$ cat config.mk
export PLATFORM = sky130hd
export DESIGN_NAME = timer_run_controller_flat
export DESIGN_NICKNAME = d
export VERILOG_FILES = /design/src/rtl/timer_run_controller_if.sv /design/src/rtl/timer_run_controller.sv /design/src/flat_wrapper.sv
export SDC_FILE = /design/constraint.sdc
export NUM_CORES = 1
export LEC_CHECK = 0
export CAP_MARGIN = 20
export CORE_MARGIN = 2
export CORE_UTILIZATION = 35
export DETAILED_ROUTE_END_ITERATION = 10
export PLACE_DENSITY = 0.59
export SLEW_MARGIN = 15
export SYNTH_ARGS = -nofsm -noshare
export SYNTH_HDL_FRONTEND = slang
export SYNTH_SLANG_ARGS = --single-unit
$ cat constraint.sdc
create_clock -name clk -period 5.2 [get_ports clk]
set_input_delay 0.78 -clock clk [delete_from_list [all_inputs] [get_ports clk]]
set_output_delay 0.78 -clock clk [all_outputs]
set_load 0.01 [all_outputs]
$ cat src/rtl/timer_run_controller_if.sv
// rtl/timer_run_controller_if.sv - keypad, button, timebase and display signals of the microwave run timer
interface timer_run_controller_if;
    logic [3:0] D;
    logic       loadn;
    logic       pgt_1Hz;
    logic       startn;
    logic       stopn;
    logic       clearn;
    logic       door_closed;
    logic [3:0] min_tens;
    logic [3:0] min_ones;
    logic [3:0] sec_tens;
    logic [3:0] sec_ones;
    logic       mag_on;
    logic       done;
    logic [2:0] state;

    modport master (
        output D, loadn, pgt_1Hz, startn, stopn, clearn, door_closed,
        input  min_tens, min_ones, sec_tens, sec_ones, mag_on, done, state
    );

    modport slave (
        input  D, loadn, pgt_1Hz, startn, stopn, clearn, door_closed,
        output min_tens, min_ones, sec_tens, sec_ones, mag_on, done, state
    );
endinterface

$ cat src/rtl/timer_run_controller.sv
// rtl/timer_run_controller.sv - MM:SS BCD entry/countdown FSM driving the magnetron enable
// Optional door interlock is enabled by defining DOOR_INTERLOCK_EN.
module timer_run_controller (
    input  logic                   clk,
    input  logic                   resetn,
    timer_run_controller_if.slave  bus
);
    typedef enum logic [2:0] {
        S_IDLE  = 3'b000,
        S_SET   = 3'b001,
        S_RUN   = 3'b010,
        S_PAUSE = 3'b011,
        S_DONE  = 3'b100
    } state_t;

    state_t     state_q;
    logic [3:0] mt_q, mo_q, st_q, so_q;
    logic [1:0] done_cnt_q;
    logic       mag_on_q, done_q;
    logic       load_prev_q, start_prev_q, stop_prev_q, clear_prev_q, tick_prev_q;

    logic raw_clear, raw_stop, raw_start, raw_load, raw_tick;
    logic ev_stop, ev_start, ev_load, ev_tick;
    logic start_ok, door_trip;
    logic digits_nonzero, d_valid, dec_zero;
    logic [3:0] mt_d, mo_d, st_d, so_d;

    assign raw_clear = clear_prev_q & ~bus.clearn;
    assign raw_stop  = stop_prev_q  & ~bus.stopn;
    assign raw_start = start_prev_q & ~bus.startn;
    assign raw_load  = load_prev_q  & ~bus.loadn;
    assign raw_tick  = ~tick_prev_q & bus.pgt_1Hz;

`ifdef DOOR_INTERLOCK_EN
    assign start_ok  = bus.door_closed;
    assign door_trip = ~bus.door_closed;
`else
    // Door switch has no influence in this build; start is always allowed.
    assign start_ok  = 1'b1 | bus.door_closed;
    assign door_trip = 1'b0;
`endif

    // Only the highest-priority event of a cycle survives; clear is handled directly.
    always_comb begin
        ev_stop  = 1'b0;
        ev_start = 1'b0;
        ev_load  = 1'b0;
        ev_tick  = 1'b0;
        if (!raw_clear) begin
            if (raw_stop)       ev_stop  = 1'b1;
            else if (raw_start) ev_start = 1'b1;
            else if (raw_load)  ev_load  = 1'b1;
            else if (raw_tick)  ev_tick  = 1'b1;
        end
    end

    // One-second BCD decrement; seconds above 59 simply count down in place.
    always_comb begin
        mt_d = mt_q;
        mo_d = mo_q;
        st_d = st_q;
        so_d = so_q;
        if (so_q != 4'd0) begin
            so_d = so_q - 4'd1;
        end else begin
            so_d = 4'd9;
            if (st_q != 4'd0) begin
                st_d = st_q - 4'd1;
            end else begin
                st_d = 4'd5;
                if (mo_q != 4'd0) begin
                    mo_d = mo_q - 4'd1;
                end else begin
                    mo_d = 4'd9;
                    mt_d = mt_q - 4'd1;
                end
            end
        end
    end

    assign dec_zero       = ({mt_d, mo_d, st_d, so_d} == 16'h0000);
    assign digits_nonzero = |{mt_q, mo_q, st_q, so_q};
    assign d_valid        = (bus.D <= 4'd9);

    always_ff @(posedge clk or negedge resetn) begin
        if (!resetn) begin
            state_q      <= S_IDLE;
            mt_q         <= 4'd0;
            mo_q         <= 4'd0;
            st_q         <= 4'd0;
            so_q         <= 4'd0;
            done_cnt_q   <= 2'd0;
            mag_on_q     <= 1'b0;
            done_q       <= 1'b0;
            load_prev_q  <= 1'b1;
            start_prev_q <= 1'b1;
            stop_prev_q  <= 1'b1;
            clear_prev_q <= 1'b1;
            tick_prev_q  <= 1'b1;
        end else begin
            load_prev_q  <= bus.loadn;
            start_prev_q <= bus.startn;
            stop_prev_q  <= bus.stopn;
            clear_prev_q <= bus.clearn;
            tick_prev_q  <= bus.pgt_1Hz;

            if (raw_clear) begin
                state_q    <= S_IDLE;
                mt_q       <= 4'd0;
                mo_q       <= 4'd0;
                st_q       <= 4'd0;
                so_q       <= 4'd0;
                done_cnt_q <= 2'd0;
                mag_on_q   <= 1'b0;
                done_q     <= 1'b0;
            end else if (door_trip && state_q == S_RUN) begin
                state_q  <= S_PAUSE;
                mag_on_q <= 1'b0;
            end else begin
                case (state_q)
                    S_IDLE, S_SET: begin
                        if (ev_load && d_valid) begin
                            mt_q    <= mo_q;
                            mo_q    <= st_q;
                            st_q    <= so_q;
                            so_q    <= bus.D;
                            state_q <= S_SET;
                        end else if (state_q == S_SET && ev_start && start_ok && digits_nonzero) begin
                            state_q  <= S_RUN;
                            mag_on_q <= 1'b1;
                        end
                    end
                    S_RUN: begin
                        if (ev_stop) begin
                            state_q  <= S_PAUSE;
                            mag_on_q <= 1'b0;
                        end else if (ev_tick) begin
                            mt_q <= mt_d;
                            mo_q <= mo_d;
                            st_q <= st_d;
                            so_q <= so_d;
                            if (dec_zero) begin
                                state_q    <= S_DONE;
                                mag_on_q   <= 1'b0;
                                done_q     <= 1'b1;
                                done_cnt_q <= 2'd0;
                            end
                        end
                    end
                    S_PAUSE: begin
                        if (ev_start && start_ok) begin
                            state_q  <= S_RUN;
                            mag_on_q <= 1'b1;
                        end
                    end
                    S_DONE: begin
                        if (ev_tick) begin
                            if (done_cnt_q == 2'd2) begin
                                state_q    <= S_IDLE;
                                done_q     <= 1'b0;
                                done_cnt_q <= 2'd0;
                                mt_q       <= 4'd0;
                                mo_q       <= 4'd0;
                                st_q       <= 4'd0;
                                so_q       <= 4'd0;
                            end else begin
                                done_cnt_q <= done_cnt_q + 2'd1;
                            end
                        end
                    end
                    default: begin
                        state_q  <= S_IDLE;
                        mag_on_q <= 1'b0;
                        done_q   <= 1'b0;
                    end
                endcase
            end
        end
    end

    assign bus.min_tens = mt_q;
    assign bus.min_ones = mo_q;
    assign bus.sec_tens = st_q;
    assign bus.sec_ones = so_q;
    assign bus.mag_on   = mag_on_q;
    assign bus.done     = done_q;
    assign bus.state    = state_q;
endmodule

$ cat src/flat_wrapper.sv
// flat-port wrapper written by rule: the top's interface ports become plain ports
module timer_run_controller_flat 
  (clk, resetn, bus_D, bus_loadn, bus_pgt_1Hz, bus_startn, bus_stopn, bus_clearn, bus_door_closed, bus_min_tens, bus_min_ones, bus_sec_tens, bus_sec_ones, bus_mag_on, bus_done, bus_state);
  timer_run_controller_if bus_i ();
  input  logic clk;
  input  logic resetn;
  input wire logic [$bits(bus_i.D)-1:0] bus_D;
  input wire logic [$bits(bus_i.loadn)-1:0] bus_loadn;
  input wire logic [$bits(bus_i.pgt_1Hz)-1:0] bus_pgt_1Hz;
  input wire logic [$bits(bus_i.startn)-1:0] bus_startn;
  input wire logic [$bits(bus_i.stopn)-1:0] bus_stopn;
  input wire logic [$bits(bus_i.clearn)-1:0] bus_clearn;
  input wire logic [$bits(bus_i.door_closed)-1:0] bus_door_closed;
  output wire logic [$bits(bus_i.min_tens)-1:0] bus_min_tens;
  output wire logic [$bits(bus_i.min_ones)-1:0] bus_min_ones;
  output wire logic [$bits(bus_i.sec_tens)-1:0] bus_sec_tens;
  output wire logic [$bits(bus_i.sec_ones)-1:0] bus_sec_ones;
  output wire logic [$bits(bus_i.mag_on)-1:0] bus_mag_on;
  output wire logic [$bits(bus_i.done)-1:0] bus_done;
  output wire logic [$bits(bus_i.state)-1:0] bus_state;
  assign bus_i.D = bus_D;
  assign bus_i.loadn = bus_loadn;
  assign bus_i.pgt_1Hz = bus_pgt_1Hz;
  assign bus_i.startn = bus_startn;
  assign bus_i.stopn = bus_stopn;
  assign bus_i.clearn = bus_clearn;
  assign bus_i.door_closed = bus_door_closed;
  assign bus_min_tens = bus_i.min_tens;
  assign bus_min_ones = bus_i.min_ones;
  assign bus_sec_tens = bus_i.sec_tens;
  assign bus_sec_ones = bus_i.sec_ones;
  assign bus_mag_on = bus_i.mag_on;
  assign bus_done = bus_i.done;
  assign bus_state = bus_i.state;
  timer_run_controller u_core (.clk(clk), .resetn(resetn), .bus(bus_i));
endmodule
==> Word level (Yosys, flattened, before mapping) <==
Index checks and enable logic that the tools add are counted.
{ "classes": {"add_sub_neg": 5, "n_lt_le_gt_ge": 1, "eq_ne": 19, "mux": 77, "bitwise": 10, "n_reduce_logical": 18} }
{ "op_table": {"columns": ["op", "n"], "rows": [
  ["$mux 4", 27],
  ["$pmux 4 s3", 4],
  ["$mux 1", 27],
  ["$mux 3", 9],
  ["$reduce_and 6->1", 4],
  ["$ne 3x1->1 const B", 7],
  ["$logic_not 16->1", 1],
  ["$reduce_bool 4->1", 4],
  ["$reduce_or 16->1", 1],
  ["$sub 4x1->4 const B", 4],
  ["$mux 2", 6],
  ["$ne 4x1->1 const B", 3],
  ["$pmux 3 s4", 1],
  ["$eq 3x2->1 const B", 2],
  ["$ne 3x2->1 const B", 2],
  ["$and 1x1->1", 5],
  ["$not 1->1", 5],
  ["$reduce_and 5->1", 1],
  ["$le 4x4->1 const B", 1],
  ["$ne 2x1->1 const B", 2],
  ["$pmux 1 s4", 1],
  ["$pmux 2 s2", 1],
  ["$eq 3x1->1 const B", 1],
  ["$eq 3x3->1 const B", 1],
  ["8 further kinds", 10]
]} }
{ "word_totals": {"ff_bits": 28, "input_bits": 12} }

==> Logic depth before layout (Yosys ltp) <==
Gate-level depths: netlist (run 1).
{ "depth": {"ltp_word": 11, "depth_mapped": 8} }

==> Worst setup path before layout (run 1) <==
Ideal clock, no wire load.
{ "synth_timing": {"path_kind": "input to register", "start": "input port bus_D[1]", "end": "register u_core.st_q[2] (netlist: u_core.bus.sec_tens[2])", "setup_ps": 121, "arrival_time_ps": 2263, "slack_ps": 2816, "path_stages": 7, "path_buffers": 1, "path_cell_list": "o21ai_0 > nand3_1 > or4_4 > a211oi_4 > buf_4 > nand2_1 > a22o_1"} }
{ "synth_via": {"elab_chain_cells": 4} }
{ "synth_rtl": {"columns": ["item", "line_no", "rtl"], "rows": [
  ["from (decl)", "flat_wrapper.sv:7", "input wire logic [$bits(bus_i.D)-1:0] bus_D;"],
  ["$le 4x4->1", "timer_run_controller.sv:83", "assign d_valid = (bus.D <= 4'd9);"],
  ["$logic_and 1x1->1", "timer_run_controller.sv:122", "if (ev_load && d_valid) begin"],
  ["$ne 3x1->1 (no source line)", null, null],
  ["$reduce_and 6->1 (no source line)", null, null],
  ["to (signal assigned)", "timer_run_controller.sv:125", "st_q <= so_q;"],
  ["to (signal assigned)", "timer_run_controller.sv:140", "st_q <= st_d;"],
  ["to (decl)", "timer_run_controller.sv:17", "logic [3:0] mt_q, mo_q, st_q, so_q;"]
]} }
Every way passes these cells.
A chain may end at the register's enable or synchronous reset.

==> Final worst setup path (run 1) <==
{ "layout_timing": {"start": "input port bus_clearn", "end": "register u_core.mo_q[2] (netlist: u_core.bus.min_ones[2])"} }
{ "layout_via": {"elab_chain_cells": 6, "word_cells_on_any_way": 14} }
{ "layout_rtl": {"columns": ["item", "line_no", "rtl"], "rows": [
  ["from (decl)", "flat_wrapper.sv:12", "input wire logic [$bits(bus_i.clearn)-1:0] bus_clearn;"],
  ["$not 1->1 *", "timer_run_controller.sv:28", "assign raw_clear = clear_prev_q & ~bus.clearn;"],
  ["$and 1x1->1 *", "timer_run_controller.sv:28", null],
  ["$mux 1", "timer_run_controller.sv:49", "if (!raw_clear) begin"],
  ["$logic_and 1x1->1", "timer_run_controller.sv:122", null],
  ["$ne 3x1->1 (no source line)", null, null],
  ["$reduce_and 6->1 (no source line)", null, null],
  ["to (signal assigned)", "timer_run_controller.sv:124", "mo_q <= st_q;"],
  ["to (signal assigned)", "timer_run_controller.sv:139", "mo_q <= mo_d;"],
  ["to (decl)", "timer_run_controller.sv:17", null]
]} }
Every way passes the cells marked *; elsewhere a longest branch is shown, timed or not.

==> key figures, run 1 <==
Placed design
  • Place WS: 1.44 ns
  • Port Buf Inserts: 31
  • DP Area: 2200 µm²
  • Placed Cells: 299
  • Final GP Congestion: 0.831
  • DPL Wire Length: about 3500 µm

Detailed routing
  • Routed Wire Length: between 4000 and 5000 µm
  • Via count: 1685
  • DR WL/cell: between 15 and 20 µm
  • Iteration-0 DRC Markers: 142
  • Drt first pass iters: 5
  • DRC Markers: 0
  • Via/cell ratio: 5.56
  • Final ANT Viol Nets: 0

Timing
  • Fmax: 283 MHz
  • Final WS setup: 1.66 ns
  • # setup viols final: 0
  • Period Utilization, post-route: about 68%
  • Setup_tns: 0 ns
  • Clock Skews: 0.0100 ns
  • Max-slew violations: 0
  • Hold Vio Cnt, Final: 0
  • Unrepaired setup endpoints after global routing: false
  • Worst Tran Pin Value: around 1.0 ns
  • Min cycle time layout: between 3 and 4 ns
  • Max_slew headroom: 30.1%

Final layout
  • Area occupied by multi-input gates: 1060 µm²
  • Share of cells above drive strength 1: under 10%
  • Ant diodes: 0
  • Nets: between 200 and 250
  • Fill count: 519
  • Final std cells w/o fill: 303
  • Register Area: around 710 µm²
  • Final Util: between 40 and 50%
  • Synth-to-Final Area Change: 21.8%
  • Cell area after layout: 2250 µm²

Global route
  • First-pass GRT wire length: 8180 µm
  • Grt ovf: 0
  • Initial antenna violation count: 0
  • Vias in the first global route: 1602
  • Total global-route track usage: 17.2%
  • Largest net degree at the start of global routing: 29

Clocking
  • Setup Buffers After CTS: 0
  • Maximum root-to-sink buffer count: 2
  • CTS tree: built
  • Sink Count: 28
  • Reg clk slew, reported paths: approximately 0.10 ns
  • H-tree levels: 1
  • Post-CTS Hold Buffers: 0
  • Worst-Skew Late Latency: ~0.27 ns
  • Cts repair resizes: 0
  • CTS root buf: clkbuf_8
  • TritonCTS buffer count: 3

Synth
  • Post-synthesis sequential area ratio: 38.3%
  • Synthesized instance count: 206
  • Synth Register Bits: 28
  • Compound-Gate Fraction of Synth Area: a little over a quarter
  • Synthesized area per cell: 8.95 µm²
  • XOR/XNOR Fraction of Synth Area: 0.950%
  • Share of the synthesized area in the top cell type: a little under a third
  • Main combinational cell family by area after synthesis: compound AO/OA/AOI/OAI gates
  • Syn_nets: 220
  • Ys flop type: dfrtp_1
  • Top area cells in the synthesized netlist: dfrtp_1, dfstp_2, nand2_1, a22o_1, o21ai_0
  • Mux contribution to synthesized area: 3.60%
  • Share of synthesized flip-flops with an asynchronous set or reset: 100%
  • Synth warn: 0
  • Post-synthesis cell area: around 1800 µm²
  • Cell taking the most area after synthesis: dfrtp_1
  • Post-synthesis cell type count: 58
  • Post-synthesis adder-cell area fraction: between 1 and 1.5%
  • Post-Synth Simple-Gate Area: 24.9%
  • Post-synth EDFFs: 0

Hold path
  • Worst hold start: u_core.bus.done
  • Hold Path Class: reg -> reg
  • Worst hold endpoint: u_core.bus.done
  • Hold Path Depth: 1

Setup path
  • Worst Reg2Reg Path Length in Cells: 5
  • Worst R2R End: u_core.bus.min_ones[2]
  • Crit Path Max Fanout: 27
  • CP endpoint kind: flip-flop
  • CP startpoint kind: input pin
  • R2R setup slack: around 2.1 ns
  • Worst Path Arrival: 3.74 ns
  • Crit Reg-Reg Startpoint: u_core.clear_prev_q
  • CP Class: in -> reg
  • Worst EP required: 5.40 ns

Power
  • Worst vdd ir: between 0.2 and 0.25 mV
  • Leakage: roughly 0.00088 µW
  • Power per standard cell area: 554 nW/µm²

Floorplan
  • I/O pins: 33
  • # rows: 26
  • Die H: 76.6 µm
  • DIE AREA: 5870 µm²
  • Initial Util: 36.1%
  • Core area: 5110 µm²
  • Die X: 76.6 µm

Run
  • Max Cap Viol: 0

Status
  • Status: finished, final reports clean
==> cell families (layout without fill, tap and decap cells) <==
| kind of cell | count (synthesis) | in the layout |
|---|---|---|
| and+or+nand+nor | 84 | 84 |
| AOI/OAI and AO/OA | 67 | 67 |
| DFF | 28 | 28 |
| buffers and inverters | 17 | 44 |
| muxes | 6 | 6 |
| adders and majority gates | 2 | 2 |
| xor gates and xnor gates | 2 | 2 |
==> critical path, cell delays in order <==
cell             delay (ns)
clkdlybuf4s50_1        0.45
nor2b_1                0.59
a21oi_1                0.41
a211oi_4               0.99
nand2_1                0.30
o2bb2ai_1              0.22
==> per-stage QoR <==
step / power, µW / hold slack (ns)
4_1_cts: 1250 / 0.520
5_1_grt: 1360 / 0.545
6_report: 1240 / 0.516
3_5_place_dp: 1120 / 0.495
3_3_place_gp: 1120 / 0.496
2_1_floorplan: 883 / 0.482
==> synthesized netlist by cell type (2+ instances only) <==
cell / n
nor2_1: 15
a32o_1: 3
nor3_1: 8
nand2b_1: 3
o22ai_1: 4
and3_1: 3
nor2b_1: 4
mux2_2: 3
o211ai_1: 2
nand2_1: 26
buf_2: 3
nor4_1: 5
mux2_1: 2
o2bb2ai_1: 2
a32oi_1: 2
o31ai_1: 5
a22o_1: 10
inv_1: 8
dfrtp_1: 23
a22oi_1: 3
a21oi_1: 10
nand4_1: 2
nand3_1: 4
clkbuf_1: 4
ha_1: 2
dfstp_2: 5
o21ai_0: 14
==> routing by layer <==
layer	global-route usage, %	vias up	share of wire (%)
met3	1.90	2	4.9
met4	5.09	0	0.85
li1	-	843	-
met1	26.0	786	50
met5	0	-	0
met2	25.8	54	45
==> registers in the layout, indices dropped and copies added (netlist names) <==
| name | count |
|---|---|
| u_core.bus.done | 1 |
| u_core.load_prev_q | 1 |
| u_core.start_prev_q | 1 |
| u_core.tick_prev_q | 1 |
| u_core.clear_prev_q | 1 |
| u_core.bus.state | 3 |
| u_core.bus.sec_tens | 4 |
| u_core.bus.min_tens | 4 |
| u_core.bus.min_ones | 4 |
| u_core.bus.sec_ones | 4 |
| u_core.stop_prev_q | 1 |
| u_core.bus.mag_on | 1 |
| u_core.done_cnt_q | 2 |
==> cells in the final DEF, fill, tap and decap left out, types with 4 or more instances in the layout <==
| cell | n |
|---|---|
| nor4_1 | 5 |
| o22ai_1 | 4 |
| dfstp_2 | 5 |
| inv_1 | 8 |
| a21oi_1 | 10 |
| nor3_1 | 8 |
| o21ai_0 | 14 |
| clkdlybuf4s50_1 | 31 |
| nand2_1 | 26 |
| a22o_1 | 10 |
| nor2_1 | 15 |
| nand3_1 | 4 |
| dfrtp_1 | 23 |
| nor2b_1 | 4 |
| o31ai_1 | 5 |
==> report_power, final <==
group	switching, µW	internal [µW]	leakage (µW)
logic	384	331	0.000505
registers	123	283	0.000352
clock network	68.8	54.9	0.0000228
==> cell type report <==
type                    instances  area share (%)
multi-input cells             161            47.1
inverters                       8            1.34
repair buffers                 32            14.2
well taps                      70            3.90
flip-flops and latches         28            31.5
clock buffers                   4            2.01
==> worst max-delay path by stage <==
stage,cells after the start,startpoint,endpoint,slack [ns]
after floorplan,7,bus_D[1],u_core.bus.sec_tens[2],2.82
after global placement,6,bus_clearn,u_core.bus.min_ones[3],1.44
after detailed placement,6,bus_clearn,u_core.bus.min_ones[3],1.44
after CTS,6,bus_clearn,u_core.bus.min_ones[3],1.70
after global routing,6,bus_clearn,u_core.bus.sec_ones[3],1.42
final,6,bus_clearn,u_core.bus.min_ones[2],1.66
(Power assumes the default switching activity.)
==> run 2, diff against run 1 <==
- PLACE_DENSITY: 0.59 -> 0.61
- clock period: 5.2 -> 3.15 ns (I/O delays scaled with it)
==> run 2 against run 1 <==
Global-route usage barely moved; critical endpoint is now u_core.done_cnt_q[1]; wire length down 1.9%; sequential share of layout area decreased by 0.79 points; worst setup slack lost 1.1 ns; core utilization grew 1.1 points.
==> key figures, run 2 (synthesis gave the netlist of run 1 again) <==
Status
  • Status: finished, final reports clean (unchanged)

Detailed routing
  • Top Layer Used: met4 (unchanged)
  • Iteration-0 DRC Markers: 103 (was 142)
  • Via count: 1710 (was 1685)
  • WL met2: 2050 µm (was 2150 µm)
  • Drt first pass iters: 4 (was 5)
  • Routed Wire Length: 4730 µm (was 4820 µm)
  • DR WL/cell: 15.3 µm (was 15.9 µm)
  • Final ANT Viol Nets: 0 (unchanged)
  • Met3 wire length: 262 µm (was 238 µm)
  • Wl on met1: 2370 µm (was 2390 µm)
  • Via/cell ratio: 5.53 (was 5.56)
  • DRC Markers: 0 (unchanged)

Placed design
  • Port Buf Inserts: 31 (unchanged)
  • Place WS: 0.366 ns (was 1.44 ns)
  • Final GP Congestion: 0.867 (was 0.831)
  • Placed Cells: 305 (was 299)
  • DPL Wire Length: 3460 µm (about the same)

Timing
  • Fmax: 387 MHz
  • Unrepaired setup endpoints after global routing: false (unchanged)
  • Min cycle time layout: 2.59 ns
  • # setup viols final: 0 (unchanged)
  • Max-slew violations: 0 (unchanged)
  • Final WS setup: 0.564 ns (was 1.66 ns)
  • Setup_tns: 0 ns (unchanged)
  • Worst Tran Pin Value: 0.698 ns (was 1.04 ns)
  • Max_slew headroom: 53.3% (was 30.1%)
  • Clock Skews: 0.00344 ns (was 0.0100 ns)
  • Hold Vio Cnt, Final: 0 (unchanged)
  • Period Utilization, post-route: 82.1%

Floorplan
  • # rows: 26 (unchanged)
  • Core area: 5110 µm² (unchanged)
  • Die H: 76.6 µm (unchanged)
  • I/O pins: 33 (unchanged)
  • Die X: 76.6 µm (unchanged)
  • Initial Util: 36.1% (unchanged)
  • DIE AREA: 5870 µm² (unchanged)

Final layout
  • Ant diodes: 0 (unchanged)
  • Synth-to-Final Area Change: 24.9% (was 21.8%)
  • Most frequent cells in the layout: clkdlybuf4s50_1, nand2_1, dfrtp_1 (unchanged)
  • Final Util: 45.1% (was 44.0%)
  • Final std cells w/o fill: 309 (was 303)
  • Register Area: 707 µm² (unchanged)
  • Fill count: 492 (was 519)
  • Share of cells above drive strength 1: 12.1% (was 9.87%)
  • Nets: 254 (was 248)
  • Most common cell after layout, fill and taps aside: clkdlybuf4s50_1 (unchanged)
  • Area occupied by multi-input gates: 1060 µm² (unchanged)

Setup path
  • CP Class: reg -> reg (was in -> reg)
  • Crit Path Max Fanout: 6 (was 27)
  • CP startpoint kind: flip-flop (was input pin)
  • CP endpoint kind: flip-flop (unchanged)
  • Worst Path Arrival: 2.75 ns (was 3.74 ns)
  • Worst EP required: 3.31 ns (was 5.40 ns)

Clocking
  • TritonCTS buffer count: 3 (unchanged)
  • Reg clk slew, reported paths: 0.10 ns (about the same)
  • Worst-Skew Late Latency: 0.27 ns (about the same)
  • Sink Count: 28 (unchanged)
  • CTS tree: built (unchanged)
  • H-tree levels: 1 (unchanged)
  • Setup Buffers After CTS: 0 (unchanged)
  • CTS root buf: clkbuf_8 (unchanged)
  • Post-CTS Hold Buffers: 0 (unchanged)
  • Cts repair resizes: 0 (unchanged)
  • Maximum root-to-sink buffer count: 2 (unchanged)

Power
  • Worst vdd ir: 0.384 mV (was 0.225 mV)
  • Leakage: 0.000914 µW (was 0.000880 µW)
  • Power per standard cell area: 927 nW/µm² (was 554 nW/µm²)

Global route
  • Vias in the first global route: 1676 (was 1602)
  • First-pass GRT wire length: 8290 µm (was 8180 µm)
  • Initial antenna violation count: 0 (unchanged)
  • Largest net degree at the start of global routing: 29 (unchanged)
  • Grt ovf: 0 (unchanged)
  • Total global-route track usage: 17.3% (was 17.2%)

Run
  • Max Cap Viol: 0 (unchanged)

Hold path
  • Hold Path Class: reg -> reg (unchanged)
[run 2: cell count changes in the layout (fill, tap and decap cells not counted)]
cell	before	now
buf_4	1	6
buf_12	0	1
[run 2: cell type report]
type | instances | area share, %
Timing Repair Buffer | 38 | 16.3
Sequential cell | 28 | 30.7
Inverter | 8 | 1.30
Multi-Input combinational cell | 161 | 46.0
Clock buffer | 4 | 1.96
Tap cell | 70 | 3.80
[run 2: where the power goes]
part | switching [µW] | total [µW] | internal, µW
Combinational | 670 | 1290 | 619
Clock | 112 | 203 | 90.6
Sequential | 175 | 642 | 468
Total | 957 | 2130 | 1180
[run 2: critical path, stage by stage, from the launching register on]
cell and delay (ns):
dfrtp_1 0.45, nor4_1 0.59, nand4_2 0.29, mux2i_1 0.21, or3_4 0.41, a21oi_2 0.20
mux2_1 0.34
[run 2: final timing paths]
kind                                        start                   end  slack [ns]  cells after the start
setup / recovery           u_core.bus.min_ones[0]  u_core.done_cnt_q[1]        0.56                      6
hold / removal                    u_core.bus.done       u_core.bus.done        0.52                      1
setup reg to reg           u_core.bus.min_ones[0]  u_core.done_cnt_q[1]        0.56                      6
hold reg to reg                   u_core.bus.done       u_core.bus.done        0.52                      1
max in group asynchronous                  resetn   u_core.clear_prev_q        2.26                      2
min in group asynchronous                  resetn     u_core.bus.mag_on        0.57                      2
[run 2: per-stage QoR]
step,instance area (µm²),hold slack (ns),power [µW]
global route,2300,0.553,2320
CTS,2300,0.524,2150
global placement,2260,0.497,1930
detailed placement,2260,0.501,1930
finish,2300,0.517,2130
floorplan,1840,0.177,1460
[run 2: per-layer routing]
layer	global-route usage, %	vias up
met5	0	-
met4	4.55	0
met3	3.20	4
li1	-	846
met1	25.2	812
met2	26.2	48
==> run 3, diff against run 2 <==
- clock period: 3.15 -> 2.08 ns (I/O delays scaled with it)
==> run 3 against run 2 <==
The flow now finishes with violations (setup timing); register-to-register slack got worse by 0.74 ns; combinational power increased to 2.5 times the previous value; sequential power increased by 35%; die area unchanged; non-clock buffer count increased by 68; largest cell class unchanged.
==> key figures, run 3 (synthesis gave the netlist of run 1 again) <==
Placed design
  • Final GP Congestion: 0.955 (was 0.867)
  • Port Buf Inserts: 31 (unchanged)
  • Placed Cells: 363 (was 305)
  • DPL Wire Length: 4250 µm (was 3460 µm)

Power
  • Worst vdd ir: 0.781 mV (was 0.384 mV)
  • Combinational power share: 73.0% (was 60.4%)
  • Int Power: 2550 µW (was 1180 µW)
  • Reg power frac: 19.3% (was 30.1%)
  • Switching pwr: 1940 µW (was 957 µW)
  • Clock network power share: 7.7% (was 9.5%)
  • Leakage: 0.00132 µW (was 0.000914 µW)
  • Switching part of the total power: 43.2% (was 44.8%)
  • Power per standard cell area: 1450 nW/µm² (was 927 nW/µm²)

Timing
  • Max-slew violations: 0 (unchanged)
  • Setup_tns: -1.45 ns (was 0 ns)
  • Clock Skews: 0.00356 ns (was 0.00344 ns)
  • Min cycle time layout: 2.26 ns (was 2.59 ns)
  • Period Utilization, post-route: 108% (was 82.1%)
  • Hold_ws: 0.294 ns (was 0.517 ns)
  • Max_slew headroom: 68.9% (was 53.3%)
  • Worst Tran Pin Value: 0.462 ns (was 0.698 ns)
  • Hold Vio Cnt, Final: 0 (unchanged)
  • Fmax: 443 MHz (was 387 MHz)
  • # setup viols final: 21 (was 0)
  • Unrepaired setup endpoints after global routing: true (was false)
  • Final WS setup: -0.176 ns (was 0.564 ns)

Global route
  • Grt ovf: 0 (unchanged)
  • Vias in the first global route: 2015 (was 1676)
  • Largest net degree at the start of global routing: 29 (unchanged)
  • Total global-route track usage: 20.9% (was 17.3%)
  • Initial antenna violation count: 0 (unchanged)
  • First-pass GRT wire length: 9980 µm (was 8290 µm)

Floorplan
  • Die H: 76.6 µm (unchanged)
  • DIE AREA: 5870 µm² (unchanged)
  • # rows: 26 (unchanged)
  • Core area: 5110 µm² (unchanged)
  • I/O pins: 33 (unchanged)
  • Initial Util: 36.1% (unchanged)
  • Die X: 76.6 µm (unchanged)

Status
  • Failing checks: setup timing
  • Status: finished with violations (was finished, final reports clean)

Run
  • Max Cap Viol: 0 (unchanged)

Final layout
  • Share of cells above drive strength 1: 42.3% (was 12.1%)
  • Nets: 322 (was 254)
  • Fill count: 423 (was 492)
  • Most common cell after layout, fill and taps aside: buf_4 (was clkdlybuf4s50_1)
  • Most frequent cells in the layout: buf_4, clkdlybuf4s50_1, nand2_1 (was clkdlybuf4s50_1, nand2_1, dfrtp_1)
  • Ant diodes: 0 (unchanged)
  • Final std cells w/o fill: 377 (was 309)
  • Synth-to-Final Area Change: 67.4% (was 24.9%)

Clocking
  • Maximum root-to-sink buffer count: 2 (unchanged)
  • CTS root buf: clkbuf_8 (unchanged)
  • Reg clk slew, reported paths: 0.10 ns (about the same)
  • CTS tree: built (unchanged)
  • Sink Count: 28 (unchanged)
  • H-tree levels: 1 (unchanged)
  • Post-CTS Hold Buffers: 0 (unchanged)
  • Worst-Skew Late Latency: 0.27 ns (about the same)
  • TritonCTS buffer count: 3 (unchanged)

Detailed routing
  • Via count: 2073 (was 1710)
  • Drt first pass iters: 4 (unchanged)
  • DR WL/cell: 16.2 µm (was 15.3 µm)
  • Routed Wire Length: 6120 µm (was 4730 µm)
  • Final ANT Viol Nets: 0 (unchanged)
  • Iteration-0 DRC Markers: 200 (was 103)
  • DRC Markers: 0 (unchanged)
  • Via/cell ratio: 5.50 (was 5.53)

Setup path
  • Crit Path Max Fanout: 3 (was 6)
  • CP endpoint kind: flip-flop (unchanged)
  • Worst Path Arrival: 2.42 ns (was 2.75 ns)
  • Worst EP required: 2.25 ns (was 3.31 ns)
  • CP startpoint kind: flip-flop (unchanged)
  • Worst Reg2Reg Path Length in Cells: 7 (was 6)
  • CP Class: reg -> reg (unchanged)

Hold path
  • Hold Path Depth: 1 (unchanged)
  • Hold Path Class: in -> reg (was reg -> reg)
==> run 3: cell types whose count changed in the layout (fill, tap and decap cells not counted), moves of 4 or more <==
cell / delta
o21ai_0: -9
buf_4: +61
o21ai_2: +4
buf_6: +7
o21ai_1: +4
mux2_4: +4
==> run 3: critical path, stage by stage, from the launching register on <==
cell and delay (ns):
dfrtp_1 0.44, nor4_2 0.34, buf_4 0.18, nand4_2 0.12, mux2i_1 0.17, or3_4 0.41, a21oi_4 0.17, mux2_4 0.31
==> run 3: repair_timing <==
action                     in CTS  in global routing
pin swaps                      11                  8
buffers inserted                5                  3
gates resized for setup        29                 34
setup endpoints to repair      21                 23
cloned                          2                  0
==> run 3: layout make-up <==
class / count / area (µm²) / area share, %
tap: 70 / 87.6 / 2.84
multi-input combinational: 161 / 1300 / 42.0
clock buffer: 4 / 55.1 / 1.78
inverter: 8 / 30.0 / 0.972
timing repair buffer: 106 / 911 / 29.5
sequential: 28 / 708 / 22.9
==> run 3: per-stage QoR <==
| stage | total power (µW) | utilization [%] | setup WS, ns | area, µm² |
|---|---|---|---|---|
| after detailed placement | 3390 | 52.5 | -0.407 | 2680 |
| after CTS | 4020 | 57.1 | -0.138 | 2920 |
| final | 4490 | 60.5 | -0.176 | 3090 |
| after global routing | 4790 | 60.5 | -0.283 | 3090 |
| after floorplan | 2220 | - | -0.212 | 1850 |
| after global placement | 3370 | 52.5 | -0.371 | 2680 |
==> run 3: final timing paths <==
| path | start | endpoint | slack (ns) |
|---|---|---|---|
| max in group asynchronous | resetn | u_core.clear_prev_q | 1.37 |
| worst min register to register | u_core.bus.mag_on | u_core.bus.mag_on | 0.52 |
| worst max-delay path | u_core.bus.min_ones[0] | u_core.done_cnt_q[1] | -0.18 |
| worst max register to register | u_core.bus.min_ones[0] | u_core.done_cnt_q[1] | -0.18 |
| worst min-delay path | bus_clearn | u_core.clear_prev_q | 0.29 |
| min in group asynchronous | resetn | u_core.bus.min_tens[2] | 0.40 |
==> run 3: per-layer routing <==
metal  vias to the layer above  track usage [%]  wire (µm)
met5                         -                0          0
met4                         0             5.45         62
met3                         6             2.01        388
met2                        95             32.3       2840
met1                       991             31.3       2840
li1                        981                -          -
==> run 3: power groups by stage <==
stage               registers [µW]  clock network, µW  logic (µW)
finish                         867                345        3280
global route                   896                374        3520
floorplan                      966                  0        1250
global placement               863                  0        2510
CTS                            865                361        2790
detailed placement             868                  0        2530
